File: config.mk
export PLATFORM = sky130hd
export DESIGN_NAME = read_ecc_correct_flat
export DESIGN_NICKNAME = d
export VERILOG_FILES = /design/src/rtl/read_ecc_correct_if.sv /design/src/rtl/read_ecc_correct.sv /design/src/flat_wrapper.sv
export SDC_FILE = /design/constraint.sdc
export NUM_CORES = 1
export LEC_CHECK = 0
export CAP_MARGIN = 5
export CORE_UTILIZATION = 35
export CTS_BUF_LIST = sky130_fd_sc_hd__clkbuf_4 sky130_fd_sc_hd__clkbuf_8 sky130_fd_sc_hd__clkbuf_16
export DETAILED_ROUTE_END_ITERATION = 8
export GPL_TIMING_DRIVEN = 0
export HOLD_SLACK_MARGIN = 0.1
export PLACE_DENSITY = 0.49
export SLEW_MARGIN = 10
export SYNTH_ARGS = -nofsm -noshare
export SYNTH_HDL_FRONTEND = slang
export SYNTH_SLANG_ARGS = --single-unit
export TNS_END_PERCENT = 50
File: constraint.sdc
create_clock -name clk -period 9.2 [get_ports clk]
set_input_delay 1.38 -clock clk [delete_from_list [all_inputs] [get_ports clk]]
set_output_delay 1.38 -clock clk [all_outputs]
set_load 0.005 [all_outputs]
File: src/rtl/read_ecc_correct_if.sv
// Page buffer RAM port: the corrector drives it (master), the RAM answers (slave).
interface read_ecc_correct_if #(parameter int PAGE_AW = 13);
   logic               pram_en;
   logic               pram_we;
   logic [PAGE_AW-1:0] pram_addr;
   logic [7:0]         pram_din;
   logic [7:0]         pram_dout;

   modport master (output pram_en, pram_we, pram_addr, pram_din, input pram_dout);
   modport slave  (input pram_en, pram_we, pram_addr, pram_din, output pram_dout);
endinterface

File: src/rtl/read_ecc_correct.sv
// Collects per-chunk ECC verdicts during compare, then flips the flagged bits in the
// page buffer by read-modify-write and reports a page-level status.
module read_ecc_correct #(
   parameter int MAX_FIX = 64,
   parameter int PAGE_AW = 13
) (
   input  logic                       clk,
   input  logic                       rst,
   input  logic                       page_start,
   input  logic [1:0]                 ecc_state_in,
   input  logic [15:0]                change_addr_in,
   input  logic                       ecc_success_in,
   read_ecc_correct_if.master         pram,
   output logic                       busy,
   output logic                       done,
   output logic [1:0]                 page_status,
   output logic [6:0]                 fix_cnt
);
   localparam int IW = $clog2(MAX_FIX);

   typedef enum logic [2:0] {IDLE, FIX_RD, FIX_WAIT, FIX_WR, DONE} state_t;
   typedef struct packed {
      logic [5:0] chunk;
      logic [6:0] byte_idx;
      logic [2:0] bit_idx;
   } fix_t;

   state_t     state, state_n;
   fix_t       fix_list [MAX_FIX];
   fix_t       cur;
   logic       uncor, ovf, uncor_n, ovf_n;
   logic       app, full, set_status;
   logic [6:0] idx, cnt_n;
   logic [7:0] rd_byte;
   logic [1:0] status_n;

   // Verdicts only count while collecting; page_start discards a same-cycle event.
   assign app     = (state == IDLE) && !page_start && (ecc_state_in == 2'd2);
   assign full    = (fix_cnt == 7'(MAX_FIX));
   assign cnt_n   = fix_cnt + 7'(app && !full);
   assign uncor_n = uncor | ((state == IDLE) && !page_start && (ecc_state_in == 2'd3));
   assign ovf_n   = ovf | (app && full);
   assign cur     = fix_list[idx[IW-1:0]];

   always_comb begin
      state_n    = state;
      set_status = 1'b0;
      status_n   = 2'd0;
      case (state)
         IDLE: if (ecc_success_in) begin
            if (uncor_n || ovf_n) begin
               state_n = DONE; set_status = 1'b1; status_n = 2'd2;
            end else if (cnt_n == 7'd0) begin
               state_n = DONE; set_status = 1'b1; status_n = 2'd0;
            end else begin
               state_n = FIX_RD;
            end
         end
         FIX_RD:   state_n = FIX_WAIT;
         FIX_WAIT: state_n = FIX_WR;
         FIX_WR: if (idx == fix_cnt - 7'd1) begin
            state_n = DONE; set_status = 1'b1; status_n = 2'd1;
         end else begin
            state_n = FIX_RD;
         end
         DONE:     state_n = IDLE;
         default:  state_n = IDLE;
      endcase
      // page_start wins everywhere: clears a finished page or aborts a fix in flight
      if (page_start) begin
         state_n    = IDLE;
         set_status = 1'b0;
      end
   end

   always_ff @(posedge clk) begin
      if (rst) begin
         state       <= IDLE;
         fix_cnt     <= 7'd0;
         uncor       <= 1'b0;
         ovf         <= 1'b0;
         idx         <= 7'd0;
         rd_byte     <= 8'd0;
         page_status <= 2'd0;
      end else begin
         state <= state_n;
         if (page_start) begin
            fix_cnt     <= 7'd0;
            uncor       <= 1'b0;
            ovf         <= 1'b0;
            page_status <= 2'd0;
         end else begin
            if (state == IDLE) begin
               fix_cnt <= cnt_n;
               uncor   <= uncor_n;
               ovf     <= ovf_n;
               idx     <= 7'd0;
            end
            if (state == FIX_WAIT) rd_byte <= pram.pram_dout;
            if (state == FIX_WR)   idx     <= idx + 7'd1;
            if (set_status)        page_status <= status_n;
         end
      end
   end

   // List storage needs no reset: fix_cnt alone defines which entries are live.
   always_ff @(posedge clk) begin
      if (!rst && app && !full) fix_list[fix_cnt[IW-1:0]] <= fix_t'(change_addr_in);
   end

   always_comb begin
      pram.pram_en   = 1'b0;
      pram.pram_we   = 1'b0;
      pram.pram_addr = '0;
      pram.pram_din  = 8'd0;
      if (state == FIX_RD || state == FIX_WR) begin
         pram.pram_en   = 1'b1;
         pram.pram_addr = PAGE_AW'({cur.chunk, cur.byte_idx});
      end
      if (state == FIX_WR) begin
         pram.pram_we  = 1'b1;
         pram.pram_din = rd_byte ^ (8'h01 << cur.bit_idx);
      end
   end

   assign busy = (state == FIX_RD) || (state == FIX_WAIT) || (state == FIX_WR);
   assign done = (state == DONE);
endmodule
File: src/flat_wrapper.sv
// flat-port wrapper written by rule: the top's interface ports become plain ports
module read_ecc_correct_flat 
#(
   parameter int MAX_FIX = 64,
   parameter int PAGE_AW = 13
)
  (clk, rst, page_start, ecc_state_in, change_addr_in, ecc_success_in, busy, done, page_status, fix_cnt, pram_pram_en, pram_pram_we, pram_pram_addr, pram_pram_din, pram_pram_dout);
  read_ecc_correct_if #(.PAGE_AW(PAGE_AW)) pram_i ();
  input  logic clk;
  input  logic rst;
  input  logic page_start;
  input  logic [1:0] ecc_state_in;
  input  logic [15:0] change_addr_in;
  input  logic ecc_success_in;
  output logic busy;
  output logic done;
  output logic [1:0] page_status;
  output logic [6:0] fix_cnt;
  output wire logic [$bits(pram_i.pram_en)-1:0] pram_pram_en;
  output wire logic [$bits(pram_i.pram_we)-1:0] pram_pram_we;
  output wire logic [$bits(pram_i.pram_addr)-1:0] pram_pram_addr;
  output wire logic [$bits(pram_i.pram_din)-1:0] pram_pram_din;
  input wire logic [$bits(pram_i.pram_dout)-1:0] pram_pram_dout;
  assign pram_pram_en = pram_i.pram_en;
  assign pram_pram_we = pram_i.pram_we;
  assign pram_pram_addr = pram_i.pram_addr;
  assign pram_pram_din = pram_i.pram_din;
  assign pram_i.pram_dout = pram_pram_dout;
  read_ecc_correct #(.MAX_FIX(MAX_FIX), .PAGE_AW(PAGE_AW)) u_core (.clk(clk), .rst(rst), .page_start(page_start), .ecc_state_in(ecc_state_in), .change_addr_in(change_addr_in), .ecc_success_in(ecc_success_in), .pram(pram_i), .busy(busy), .done(done), .page_status(page_status), .fix_cnt(fix_cnt));
endmodule
==> results of run 1 <==
## worst min-delay path: stages (launching register included)
cell     delay [ns]
dfxtp_1        0.32
nand2_1        0.06
a21oi_1        0.05
## per-layer routing
| layer | vias to the layer above | global-route usage | wire, um |
|---|---|---|---|
| met5 | - | 0 | 113 |
| met4 | 16 | 0.0465 | 2460 |
| met3 | 150 | 0.0432 | 6850 |
| met2 | 590 | 0.300 | 52700 |
| met1 | 10779 | 0.256 | 47900 |
| li1 | 8252 | - | - |
## final cells by class
| class | instances | area, um2 |
|---|---|---|
| fill | 10215 | 67700 |
| timing repair buffer | 136 | 1750 |
| tap | 1524 | 1910 |
| buffer | 99 | 509 |
| clock inverter | 77 | 737 |
| multi-input combinational | 665 | 9300 |
| sequential | 1059 | 31500 |
| antenna | 1 | 2.50 |
| clock buffer | 129 | 2930 |
| inverter | 8 | 30.0 |
## cells in the final DEF (no fill, tap or decap), drive strengths merged, types with 3 or more instances in the layout
master / Yosys / routed
o31ai: 3 / 3
xnor2: 11 / 11
nand2b: 8 / 8
dfxtp: 35 / 35
ha: 4 / 4
a22oi: 10 / 10
buf: 54 / 143
mux2i: 10 / 10
a21oi: 31 / 31
mux4: 319 / 319
or3: 13 / 13
clkdlybuf4s50: 0 / 46
nand2: 41 / 41
clkinv: 0 / 58
o21ai: 14 / 14
clkbuf: 45 / 175
nor2b: 7 / 7
edfxtp: 1024 / 1024
nand4: 5 / 5
nor4: 3 / 3
nand3b: 4 / 4
a31oi: 5 / 5
nor2: 96 / 96
xor2: 11 / 11
a31o: 4 / 4
and2: 17 / 17
bufinv: 0 / 13
nand3: 10 / 10
clkinvlp: 0 / 3
inv: 8 / 11
nor3: 11 / 11
## path summary, 6_finish.rpt
path / cells after the start / startpoint / end
min reg2reg: 2 / u_core.rd_byte[2]$_SDFFE_PP0P_ / u_core.rd_byte[2]$_SDFFE_PP0P_
max: 9 / flip-flop / pram_pram_addr[3]
max reg2reg: 9 / u_core.fix_cnt[1]$_SDFFE_PP0N_ / u_core.fix_list[39][11]$_DFFE_PP_
min: 2 / u_core.rd_byte[2]$_SDFFE_PP0P_ / u_core.rd_byte[2]$_SDFFE_PP0P_
## cells by family (layout without fill, tap and decap cells)
family | after synthesis | in the layout
flops | 1059 | 1059
other cells | 0 | 1
buf+inv | 107 | 449
compound gates | 84 | 84
xor+xnor | 22 | 22
fa+ha+maj | 4 | 4
mux | 330 | 330
simple gates | 225 | 225
## through the flow
stage          power (mW)  instances  area (um2)
6_report             9.91       3698       48600
5_1_grt              10.2       3697       48600
4_1_cts              10.0       3697       48600
3_5_place_dp         5.52       3491       44900
3_3_place_gp         5.52       3417       43600
2_1_floorplan        5.41       1831       41100
## registers in the layout, indices dropped and copies added (netlist names), named ones only
register	cells
u_core.fix_list	1024
u_core.state	3
u_core.fix_cnt	7
u_core.rd_byte	8
u_core.idx	7
u_core.page_status	2
u_core.ovf	1
u_core.uncor	1
## power breakdown
part           switching, mW  internal, mW  total (mW)  leakage [nW]
registers           0.000860          5.29        5.29          9.48
clock network           1.85          2.64        4.49          1.82
logic                  0.101        0.0282       0.129          3.34
total                   1.96          7.95        9.91          14.6
==> metrics.md, run 1 <==
| Metric | Value |
|---|---|
| Die Y | `around 340 um` |
| Antenna Nets Post-Route | `0` |
| Startpoint Class | `flip-flop` |
| Total CTS buffers | `between 100 and 150` |
| Final setup fails | `0` |
| Syn_nets | `around 1,900` |
| Number of enable flip-flop cells after synthesis | `about 1,000` |
| Crit path max-delay family | `buffers and inverters` |
| FFs w/ async S/R, synth | `0` |
| Post-Synth Adder-Cell Area | `0.00122` |
| Synth area leader | `edfxtp_1` |
| H-tree levels | `3` |
| Post-CTS setup buffer count | `0` |
| GPL Wtd Cong | `roughly 0.8` |
| Xor/xnor cell area share of the yosys netlist | `0.00469` |
| Minimum clock period | `roughly 6.7 ns` |
| Leak | `between 10 and 15 nW` |
| Final Skew | `about 0.019 ns` |
| Port Buf Inserts | `62` |
| Ranking of synthesized cells by area | `edfxtp_1 (75%), mux4_2 (17%), dfxtp_1 (1.7%)` |
| Gates resized, CTS repair | `0` |
| Hold Fails Final Rpt | `0` |
| Util after Layout | `0.418` |
| PwrDens | `between 200 and 250 nW/um2` |
| R2R setup slack | `roughly 5 ns` |
| Vias | `~20,000` |
| Clock Path Buffers | `3` |
| Vias/cell | `around 5.4` |
| Max Freq | `0.148 GHz` |
| Starting density of the core | `0.353` |
| Reg clk slew, reported paths | `0.06 ns` |
| Clk Latency, worst-skew pair | `roughly 0.69 ns` |
| Drt total wl | `110 mm` |
| Combinational family with the most area after synthesis | `multiplexers` |
| Post-route setup slack | `between 2 and 2.5 ns` |
| Compound-Gate Fraction of Synth Area | `0.0130` |
| Vias in the first global route | `20,481` |
| Antenna violations before repair | `10` |
| Simple-gate share of the synthesized area | `0.0258` |
| #FFs+latches synth | `between 1,000 and 1,500` |
| Final #Nets | `around 2,100` |
| Global-route wire length before repair | `154 mm` |
| Synth top area share | `0.748` |
| Unique cell type count in the Yosys netlist | `52` |
| Top cells by count, synth | `edfxtp_1 (1,024), mux4_2 (319), nor2_1 (96), clkbuf_1 (45), nand2_1 (41)` |
| Die area | `about 120,000 um2` |
| TritonCTS Sinks | `1,059` |
| Crit Path Max Fanout | `10` |
| Pin count of the biggest net entering global routing | `65` |
| Slew @ Worst Pin | `~1.1 ns` |
| GRT Resource Usage Total | `0.187` |
| Worst-path cell chain | `buf_2 > buf_2 > buf_2 > clkbuf_1 > mux4_2 > mux4_2 > mux4_2 > and2_1 > clkdlybuf4s50_1` |
| Total gr overflow | `0` |
| WP data required | `approximately 8 ns` |
| Buf/Inv on CP | `5` |
| Status | `finished, final reports clean` |
| Slowest stage cell, crit path | `clkbuf_1` |
| Core area | `roughly 120,000 um2` |
| Critical path class | `flip-flop to output pin` |
| Relative max-transition margin | `0.247` |
| CTS Hold Bufs | `0` |
| CTS Root Cell | `clkbuf_16` |
| Seq/Total Area, Yosys | `0.765` |
| Pre-antenna DRT Iters | `6` |
| Die X | `345 um` |
| Pre-CTS setup slack | `around 3.1 ns` |
| Fraction of layout cells with a size suffix above 1 | `0.320` |
| Post-Synthesis Cell Area | `approximately 41,000 um2` |
| Cell with the most instances after synthesis | `edfxtp_1` |
| Area delta synth->final | `18.2%` |
| Post-synthesis mux area share | `0.177` |
| Peak VDD IR | `0.144 mV` |
| IO Pins | `64` |
| Rows | `approximately 130` |
| Wirelength per Cell | `approximately 30 um` |
| Tcrit/Tclk final | `0.733` |
| Setup TNS | `0 ns` |
| Crit path DAT | `~5.4 ns` |
| Initial drt markers | `roughly 1,900` |
| Dpl hpwl | `about 76 mm` |
| RSZ-0062 raised after global routing | `no` |
| Warnings from Yosys | `0` |
| CP endpoint kind | `output pin` |
| Ys flop type | `edfxtp_1` |
| Slew Viols, Final | `0` |
| Worst path max stage delay | `roughly 0.86 ns` |
| Syn Inst Count | `about 1,800` |
| Synth Area per Inst | `22.5 um2` |
| Worst min path class | `flip-flop to flip-flop` |
| Detailed-route DRC error count | `0` |
| WHS | `approximately 0.47 ns` |
| Max_cap viols | `0` |
| CTS tree | `yes` |
Power figures use the tool's default switching activity.
==> run 2, diff against run 1 <==
--- a/config.mk
+++ b/config.mk
@@ -11,7 +11,7 @@
 export DETAILED_ROUTE_END_ITERATION = 8
 export GPL_TIMING_DRIVEN = 0
 export HOLD_SLACK_MARGIN = 0.1
-export PLACE_DENSITY = 0.49
+export PLACE_DENSITY = 0.5
 export SLEW_MARGIN = 10
 export SYNTH_ARGS = -nofsm -noshare
 export SYNTH_HDL_FRONTEND = slang
==> constraint.sdc (replaced) <==
create_clock -name clk -period 5.8 [get_ports clk]
set_input_delay 0.87 -clock clk [delete_from_list [all_inputs] [get_ports clk]]
set_output_delay 0.87 -clock clk [all_outputs]
set_load 0.005 [all_outputs]
==> run 2 against run 1 <==
Net effect:
- count of clock-buffer cells in the layout increased by 8
- cell count about the same
- wire length decreased by 0.90%
- critical endpoint is now pram_pram_addr[7]
- sequential cell count unchanged
- cell area decreased by 0.14%
- total power increased by 56%
- first-iteration DRC count increased by 4.2%
- clock skew increased by 0.0062 ns
- combinational power increased by 57%
- die area unchanged
- largest cell class unchanged
- sequential power increased by 58%
==> metrics.md, run 2 (synthesized netlist as in run 1, its figures left out) <==
| Metric | Value |
|---|---|
| Net Switching | `3.11 mW` |
| Area delta synth->final | `18.1%` |
| Final Skew | `0.0251 ns` |
| Antenna violations before repair | `18` |
| Status | `finished, final reports clean` |
| CTS Hold Bufs | `0` |
| Peak VDD IR | `0.251 mV` |
| PwrDens | `between 300 and 400 nW/um2` |
| Util after Layout | `0.417` |
| Ant diodes | `0` |
| Slew Viols, Final | `0` |
| Final Cell Area | `about 49,000 um2` |
| Final setup fails | `0` |
| CP endpoint kind | `output pin` |
| Clk Latency, worst-skew pair | `between 0.6 and 0.7 ns` |
| Switch share | `0.201` |
| IO Pins | `64` |
| Crit path DAT | `between 4 and 5 ns` |
| GRT Resource Usage Total | `0.186` |
| Die area | `119,000 um2` |
| Pre-CTS setup slack | `0.269 ns` |
| Post-route setup slack | `0.147 ns` |
| CTS Root Cell | `clkbuf_16` |
| Die X | `~340 um` |
| Post-CTS setup buffer count | `0` |
| Drt total wl | `about 110 mm` |
| Total CTS buffers | `approximately 110` |
| Most frequent cells in the layout | `edfxtp_1 (1,024), mux4_2 (319), clkbuf_16 (111)` |
| Detailed-route DRC error count | `0` |
| Dpl hpwl | `roughly 75 mm` |
| Filler cell count | `10,269` |
| Global-route wire length before repair | `around 150 mm` |
| Crit Path Max Fanout | `10` |
| Starting density of the core | `0.353` |
| Antenna Nets Post-Route | `0` |
| Relative max-transition margin | `0.239` |
| Reg clk slew, reported paths | `roughly 0.060 ns` |
| Startpoint Class | `flip-flop` |
| Power share of the clock group | `0.446` |
| H-tree levels | `3` |
| GPL Wtd Cong | `0.804` |
| Max FFs per register | `between 1,000 and 1,500` |
| CTS tree | `yes` |
| Die Y | `345 um` |
| Minimum clock period | `5.65 ns` |
| Finished Layout Cells | `approximately 3,700` |
| Leak | `around 15 nW` |
| Clock Path Buffers | `3` |
| Leading cell type in the layout, fill and taps excluded | `edfxtp_1` |
| Pre-antenna DRT Iters | `7` |
| WP data required | `a little under 5 ns` |
| Tcrit/Tclk final | `0.975` |
| Internal power | `between 10 and 15 mW` |
| Hold Fails Final Rpt | `0` |
| Rows | `125` |
| Max Freq | `0.177 GHz` |
| Setup TNS | `0 ns` |
| TritonCTS Sinks | `approximately 1,100` |
| Core area | `between 100,000 and 150,000 um2` |
| Vias | `roughly 20,000` |
| RSZ-0062 raised after global routing | `no` |
| Fraction of layout cells with a size suffix above 1 | `0.329` |
| Final #Nets | `approximately 2,100` |
| Logic pwr share | `0.013` |
| Port Buf Inserts | `between 60 and 70` |
| Total gr overflow | `0` |
| Pin count of the biggest net entering global routing | `between 60 and 70` |
| Vias in the first global route | `20,273` |
| Gates resized, CTS repair | `20` |
| Critical path class | `flip-flop to output pin` |
| Reg power frac | `0.541` |
| Placed cell count | `about 3,500` |
| Max_cap viols | `0` |
| Wirelength per Cell | `roughly 29 um` |
| Slew @ Worst Pin | `roughly 1.1 ns` |
| Worst min path class | `flip-flop to flip-flop` |
| Vias/cell | `about 5.3` |
| Initial drt markers | `approximately 2,000` |
| DP Area | `around 45,000 um2` |
[run 2: per-stage QoR]
step,hold WS [ns],power [mW]
floorplan,0.437,8.58
global placement,0.459,8.75
detailed placement,0.457,8.75
CTS,0.474,15.7
global route,0.504,15.9
finish,0.474,15.5
[run 2: power by group through the flow]
stage,Sequential [mW],Combinational [mW],Clock [mW]
after floorplan,8.55,0.0272,0
after global placement,8.57,0.181,0
after detailed placement,8.55,0.208,0
after CTS,8.38,0.208,7.06
after global routing,8.38,0.220,7.33
final,8.38,0.203,6.91
[run 2: path summary, 6_finish.rpt]
check	from	end	slack, ns	cells past startpoint
max	flip-flop	pram_pram_addr[7]	0.15	7
min	u_core.rd_byte[2]$_SDFFE_PP0P_	u_core.rd_byte[2]$_SDFFE_PP0P_	0.47	2
max reg2reg	u_core.fix_cnt[1]$_SDFFE_PP0N_	u_core.fix_list[30][9]$_DFFE_PP_	1.66	9
min reg2reg	u_core.rd_byte[2]$_SDFFE_PP0P_	u_core.rd_byte[2]$_SDFFE_PP0P_	0.47	2
[run 2: routing by layer]
layer / vias to the layer above / part of all wire / track usage / routed length [um]
li1: 8269 / - / - / -
met1: 10703 / 0.43 / 0.258 / 46700
met2: 634 / 0.49 / 0.300 / 52900
met3: 126 / 0.068 / 0.0427 / 7400
met4: 12 / 0.018 / 0.0398 / 1910
met5: - / 0.00064 / 0 / 70
[run 2: cell type report]
class,count,area [um2],share of cell area
buffer,99,548,0.0113
clock buffer,137,2970,0.0612
clock inverter,70,569,0.0117
inverter,8,30.0,0.000619
multi-input combinational,665,9300,0.192
sequential,1059,31500,0.648
tap,1524,1910,0.0393
timing repair buffer,137,1770,0.0365
[run 2: critical path: stages, from the launching register on]
cell and delay [ns]:
dfxtp_1 0.37, clkbuf_1 0.71, clkbuf_2 0.54, clkbuf_1 0.68
mux4_2 0.55, mux4_2 0.60, and2_1 0.19, clkdlybuf4s50_1 0.44
